`config.mk`:
```
export PLATFORM = sky130hd
export DESIGN_NAME = imem_port_arbiter
export DESIGN_NICKNAME = d
export VERILOG_FILES = /design/src/rtl/imem_pkg.sv /design/src/rtl/imem_port_arbiter.sv
export SDC_FILE = /design/constraint.sdc
export NUM_CORES = 1
export LEC_CHECK = 0
export ABC_AREA = 1
export ABC_CLOCK_PERIOD_IN_PS = 2000
export CORE_MARGIN = 1.5
export CORE_UTILIZATION = 28
export DETAILED_ROUTE_END_ITERATION = 8
export PLACE_DENSITY = 0.83
export SKIP_LAST_GASP = 1
export SLEW_MARGIN = 5
export SYNTH_ARGS = -nofsm -noshare
export SYNTH_HDL_FRONTEND = slang
export SYNTH_SLANG_ARGS = --single-unit
export TNS_END_PERCENT = 100
```
`constraint.sdc`:
```
create_clock -name clk -period 2 [get_ports clk]
set_clock_uncertainty 0.2 [all_clocks]
set_input_delay 0.4 -clock clk [delete_from_list [all_inputs] [get_ports clk]]
set_output_delay 0.4 -clock clk [all_outputs]
set_load 0.02 [all_outputs]
```
`src/rtl/imem_pkg.sv`:
```
// rtl/imem_pkg.sv - shared types and sizing helpers for the instruction memory port arbiter
`timescale 1ns/1ps
package imem_pkg;

  typedef enum logic [1:0] {
    ST_RUN    = 2'd0,
    ST_DRAIN  = 2'd1,
    ST_LOAD   = 2'd2,
    ST_RESUME = 2'd3
  } imem_state_t;

  localparam int INST_DEPTH_DEFAULT = 256;

  function automatic int addr_width(input int depth);
    return (depth > 1) ? $clog2(depth) : 1;
  endfunction

endpackage

```
`src/rtl/imem_port_arbiter.sv`:
```
// rtl/imem_port_arbiter.sv - shares the single instruction BRAM port between core fetch and program loader
`timescale 1ns/1ps
module imem_port_arbiter
  import imem_pkg::*;
#(
  parameter int INST_DEPTH = INST_DEPTH_DEFAULT,
  localparam int AW = addr_width(INST_DEPTH)
) (
  input  logic          clk,
  input  logic          resetpc,
  input  logic          fetch_req,
  input  logic [AW-1:0] fetch_addr,
  output logic          fetch_gnt,
  output logic          fetch_rvalid,
  output logic [31:0]   fetch_inst,
  input  logic          ld_mode,
  input  logic          ld_valid,
  input  logic [AW-1:0] ld_addr,
  input  logic [31:0]   ld_data,
  output logic          ld_ready,
  output logic          cpu_stall,
  output logic          cpu_pcrst,
  output logic [AW:0]   ld_count,
  output logic          mem_en,
  output logic          mem_we,
  output logic [AW-1:0] mem_addr,
  output logic [31:0]   mem_wdata,
  input  logic [31:0]   mem_rdata
);

  localparam logic [AW:0] CNT_MAX = (AW+1)'(INST_DEPTH);
  localparam logic [AW:0] CNT_ONE = (AW+1)'(1);

  imem_state_t state_q, state_d;
  logic        fetch_rvalid_q, fetch_rvalid_d;
  logic [AW:0] ld_count_q, ld_count_d;

  always_ff @(posedge clk or posedge resetpc) begin
    if (resetpc) begin
      state_q        <= ST_RUN;
      fetch_rvalid_q <= 1'b0;
      ld_count_q     <= '0;
    end else begin
      state_q        <= state_d;
      fetch_rvalid_q <= fetch_rvalid_d;
      ld_count_q     <= ld_count_d;
    end
  end

  // Port mux is purely a function of state; reset also forces every strobe low.
  always_comb begin
    state_d    = state_q;
    ld_count_d = ld_count_q;
    fetch_gnt  = 1'b0;
    ld_ready   = 1'b0;
    cpu_stall  = 1'b0;
    cpu_pcrst  = 1'b0;
    mem_en     = 1'b0;
    mem_we     = 1'b0;
    mem_addr   = '0;
    mem_wdata  = '0;
    if (!resetpc) begin
      case (state_q)
        ST_RUN: begin
          fetch_gnt = fetch_req;
          mem_en    = fetch_req;
          mem_addr  = fetch_addr;
          if (ld_mode) state_d = ST_DRAIN;
        end
        ST_DRAIN: begin
          cpu_stall  = 1'b1;
          ld_count_d = '0;
          state_d    = ST_LOAD;
        end
        ST_LOAD: begin
          cpu_stall = 1'b1;
          ld_ready  = 1'b1;
          if (ld_valid) begin
            mem_en    = 1'b1;
            mem_we    = 1'b1;
            mem_addr  = ld_addr;
            mem_wdata = ld_data;
            if (ld_count_q != CNT_MAX) ld_count_d = ld_count_q + CNT_ONE;
          end
          if (!ld_mode) state_d = ST_RESUME;
        end
        ST_RESUME: begin
          cpu_stall = 1'b1;
          cpu_pcrst = 1'b1;
          state_d   = ST_RUN;
        end
        default: state_d = ST_RUN;
      endcase
    end
  end

  assign fetch_rvalid_d = fetch_gnt;
  assign fetch_rvalid   = fetch_rvalid_q;
  assign fetch_inst     = fetch_rvalid_q ? mem_rdata : 32'h0;
  assign ld_count       = ld_count_q;

endmodule

```
==> impl_metrics.toml <==
[outcome]
outcome = "complete, but fails checks"
violations = "negative setup slack"

[min_path]
hold_class = "in -> async"

[worst_setup_path]
worstPathRequired_ps = 1400
critPathKind = "reg -> out"
arrival_ps = 1550
start_kind = "flop"
crit_fanout = 8
cp-end-kind = "output port"

[cts]
cts_buffer_depth = 2
htree_levels = 1
clock_latency_ps = 240
ctsHoldBuffers = 0
cts-root-buf = "clkbuf_8"
cts_made_buffers = 3
cts_sinks = 12
cts_tree = "built"
clkSlewWorstSetupHoldPaths_ps = 50

[yosys]
syn_area_mm2 = 0.001499
synth_seq_cells = 12
synthArstFlopShare = 1.000
synth_top_area_frac = 0.2003
avgSynthCellArea_um2 = 5.373
synth_area_leaders = "dfrtp_1 20%, inv_1 19%, nand2_1 19%, nor2_1 13%, nand3_1 6.3%"
ys_types = 25
synth-seq-area-share = 0.2003
yosys_most_used_dff = "dfrtp_1"
syn_nets = 371
yosysWarnings = 0
yosys.area.top_type = "dfrtp_1"
synth-edff-count = 0
syn_inst = 279

[timing]
maxSlewViolCount = 0
tns_ps = -4081
finalSetupViolCount = 40
rsz0062_at_grt = "true"
fmax_mhz = 465.0
setup_ws_ps = -150.5
worstMarginPinSlew_ps = 293.0
holdWs_ps = 404.2
period_needed_ps = 2150
timing.slew.headroom = 0.8039
timing.final.crit_share = 1.075
hold_violations = 0

[grt]
grt_pass1_wl_mm = 11.90
grt-ovfl-total = 0
grt_max_degree = 34
antenna_found_initial = 0
grt_pass1_vias = 2301
grt_usage = 0.2527

[pwr]
clkPwrFrac = 0.108
pwr-share-comb = 0.749
switching_share = 0.4570
power_leakage_nw = 2.173
intPower_mw = 1.340
p_total_mw = 2.468
power_density_mw_per_mm2 = 637.8
p_switching_mw = 1.128
ir_drop_mv = 0.5242
pwr-share-seq = 0.144

[drt]
via_count = 2318
vias_per_cell = 4.317
drt_wl_total_mm = 7.375
drt_iter0_markers = 48
ant_nets = 0
drc = 0
wl_per_cell_um = 13.73
drt_pass1_iterations = 4

[floorplan]
die_w_um = 76.17
coreArea_mm2 = 0.005140
dieArea_mm2 = 0.005801
start_util = 0.2916
die_h_um = 76.17
pin_count = 173
rows = 26

[place]
io_buffers = 172
pre_cts_ws_ps = -684.0
gp_congestion = 0.8298
hpwl_mm = 5.831

[final_layout]
final_core_util = 0.7529
layout-drive-gt1-share = 0.2677
fin_nets = 560
antenna-diode-count = 0
area_growth_syn_to_layout_pct = 158.2

[job]
drv_cap = 0
cells in the mapped netlist (2+ instances only):
| cell | number |
|---|---|
| inv_1 | 76 |
| nand2_1 | 75 |
| nor2_1 | 50 |
| nand3_1 | 19 |
| dfrtp_1 | 12 |
| a21oi_1 | 10 |
| ha_1 | 7 |
| buf_2 | 6 |
| clkbuf_1 | 3 |
| o21ai_0 | 3 |
| nor2_4 | 2 |
| o21ai_2 | 2 |
| o21bai_1 | 2 |
cell type report:
| cell class | count | area (µm²) |
|---|---|---|
| multi-input combinational | 179 | 1155 |
| clock buffer | 4 | 55.05 |
| sequential | 12 | 300.3 |
| inverter | 77 | 294.0 |
| fill | 386 | 1270 |
| timing repair buffer | 195 | 1978 |
| tap | 70 | 87.58 |
state kept, by name, summed over array words and instances, names as in the netlist:
register      cells
ld_count          9
state_q           2
fetch_rvalid      1
logic make-up after synthesis:
kind of cell             Yosys count  synth area share
buffers and inverters             88            0.2279
AND/OR/NAND/NOR                  150            0.4140
XOR/XNOR                           2           0.01169
adder cells (fa/ha/maj)            7           0.05843
flip-flops                        12            0.2003
AO/OA/AOI/OAI                     20           0.08764
power by group through the flow:
| stage | clock [mW] | sequential, mW | combinational, mW |
|---|---|---|---|
| after global routing | 0.282 | 0.365 | 1.99 |
| after floorplan | 0 | 0.389 | 0.828 |
| after detailed placement | 0 | 0.355 | 1.70 |
| final | 0.266 | 0.354 | 1.85 |
| after global placement | 0 | 0.354 | 1.66 |
| after CTS | 0.268 | 0.355 | 1.81 |
cells in the final DEF, fill, tap and decap left out:
master,netlist,routed
o21ai_4,1,1
clkbuf_8,0,4
ha_4,0,2
dfrtp_1,12,12
buf_16,0,2
buf_6,0,38
clkdlybuf4s15_1,0,1
nand3_1,19,19
nand3_2,1,1
o21ai_0,3,3
ha_1,7,4
nor2_2,1,2
a211oi_2,1,1
clkdlybuf4s50_1,0,88
ha_2,0,1
buf_4,1,24
o21ai_1,1,1
nand2_1,75,74
inv_1,76,75
a21oi_2,0,4
inv_6,0,1
xnor2_1,1,1
dlygate4sd2_1,0,35
xor2_1,1,1
o21ai_2,2,2
dlymetal6s2s_1,0,3
buf_12,0,4
a21oi_1,10,6
inv_2,1,1
nor2_1,50,17
o21bai_1,2,2
nor2_4,2,34
nand2_4,1,3
metal layers:
layer / track usage / part of all wire / wire length (µm)
met2: 0.4928 / 0.54 / 3992
met5: 0 / 0 / 0
met1: 0.2642 / 0.36 / 2631
met4: 0.07593 / 0.029 / 212
met3: 0.06228 / 0.073 / 538
worst paths after layout:
| check | startpoint | end | slack [ps] | depth (start not counted) |
|---|---|---|---|---|
| worst min register to register | ld_count[1]$_DFFE_PP0P_ | ld_count[1]$_DFFE_PP0P_ | 420 | 2 |
| worst min-delay path | resetpc | ld_count[6]$_DFFE_PP0P_ | 400 | 4 |
| worst max register to register | state_q[1]$_DFFE_PP0P_ | ld_count[3]$_DFFE_PP0P_ | 190 | 8 |
| min in group clk | ld_count[1]$_DFFE_PP0P_ | ld_count[1]$_DFFE_PP0P_ | 420 | 2 |
| worst max-delay path | state_q[0]$_DFFE_PP0P_ | mem_wdata[18] | -150 | 8 |
| max in group asynchronous | resetpc | fetch_rvalid$_DFF_PP0_ | 1040 | 4 |
metrics by stage:
stage	instances	instance area [µm²]
floorplan	279	1752
global placement	526	3656
detailed placement	526	3656
CTS	535	3817
global route	537	3870
finish	537	3870
critical path, cell delays in order, from the launching register on:
cell     delay, ps
dfrtp_1        380
inv_2           90
ha_4           150
nand2_4         60
nor2_4         130
inv_6           90
buf_12         160
nor2_4          80
buf_4          150
what timing repair did:
action,CTS,global route
resized for setup,309,13
pin swaps,5,4
endpoints found under the setup margin,79,49
setup buffers,3,2
cloned,2,0
Power figures use the tool's default switching activity.
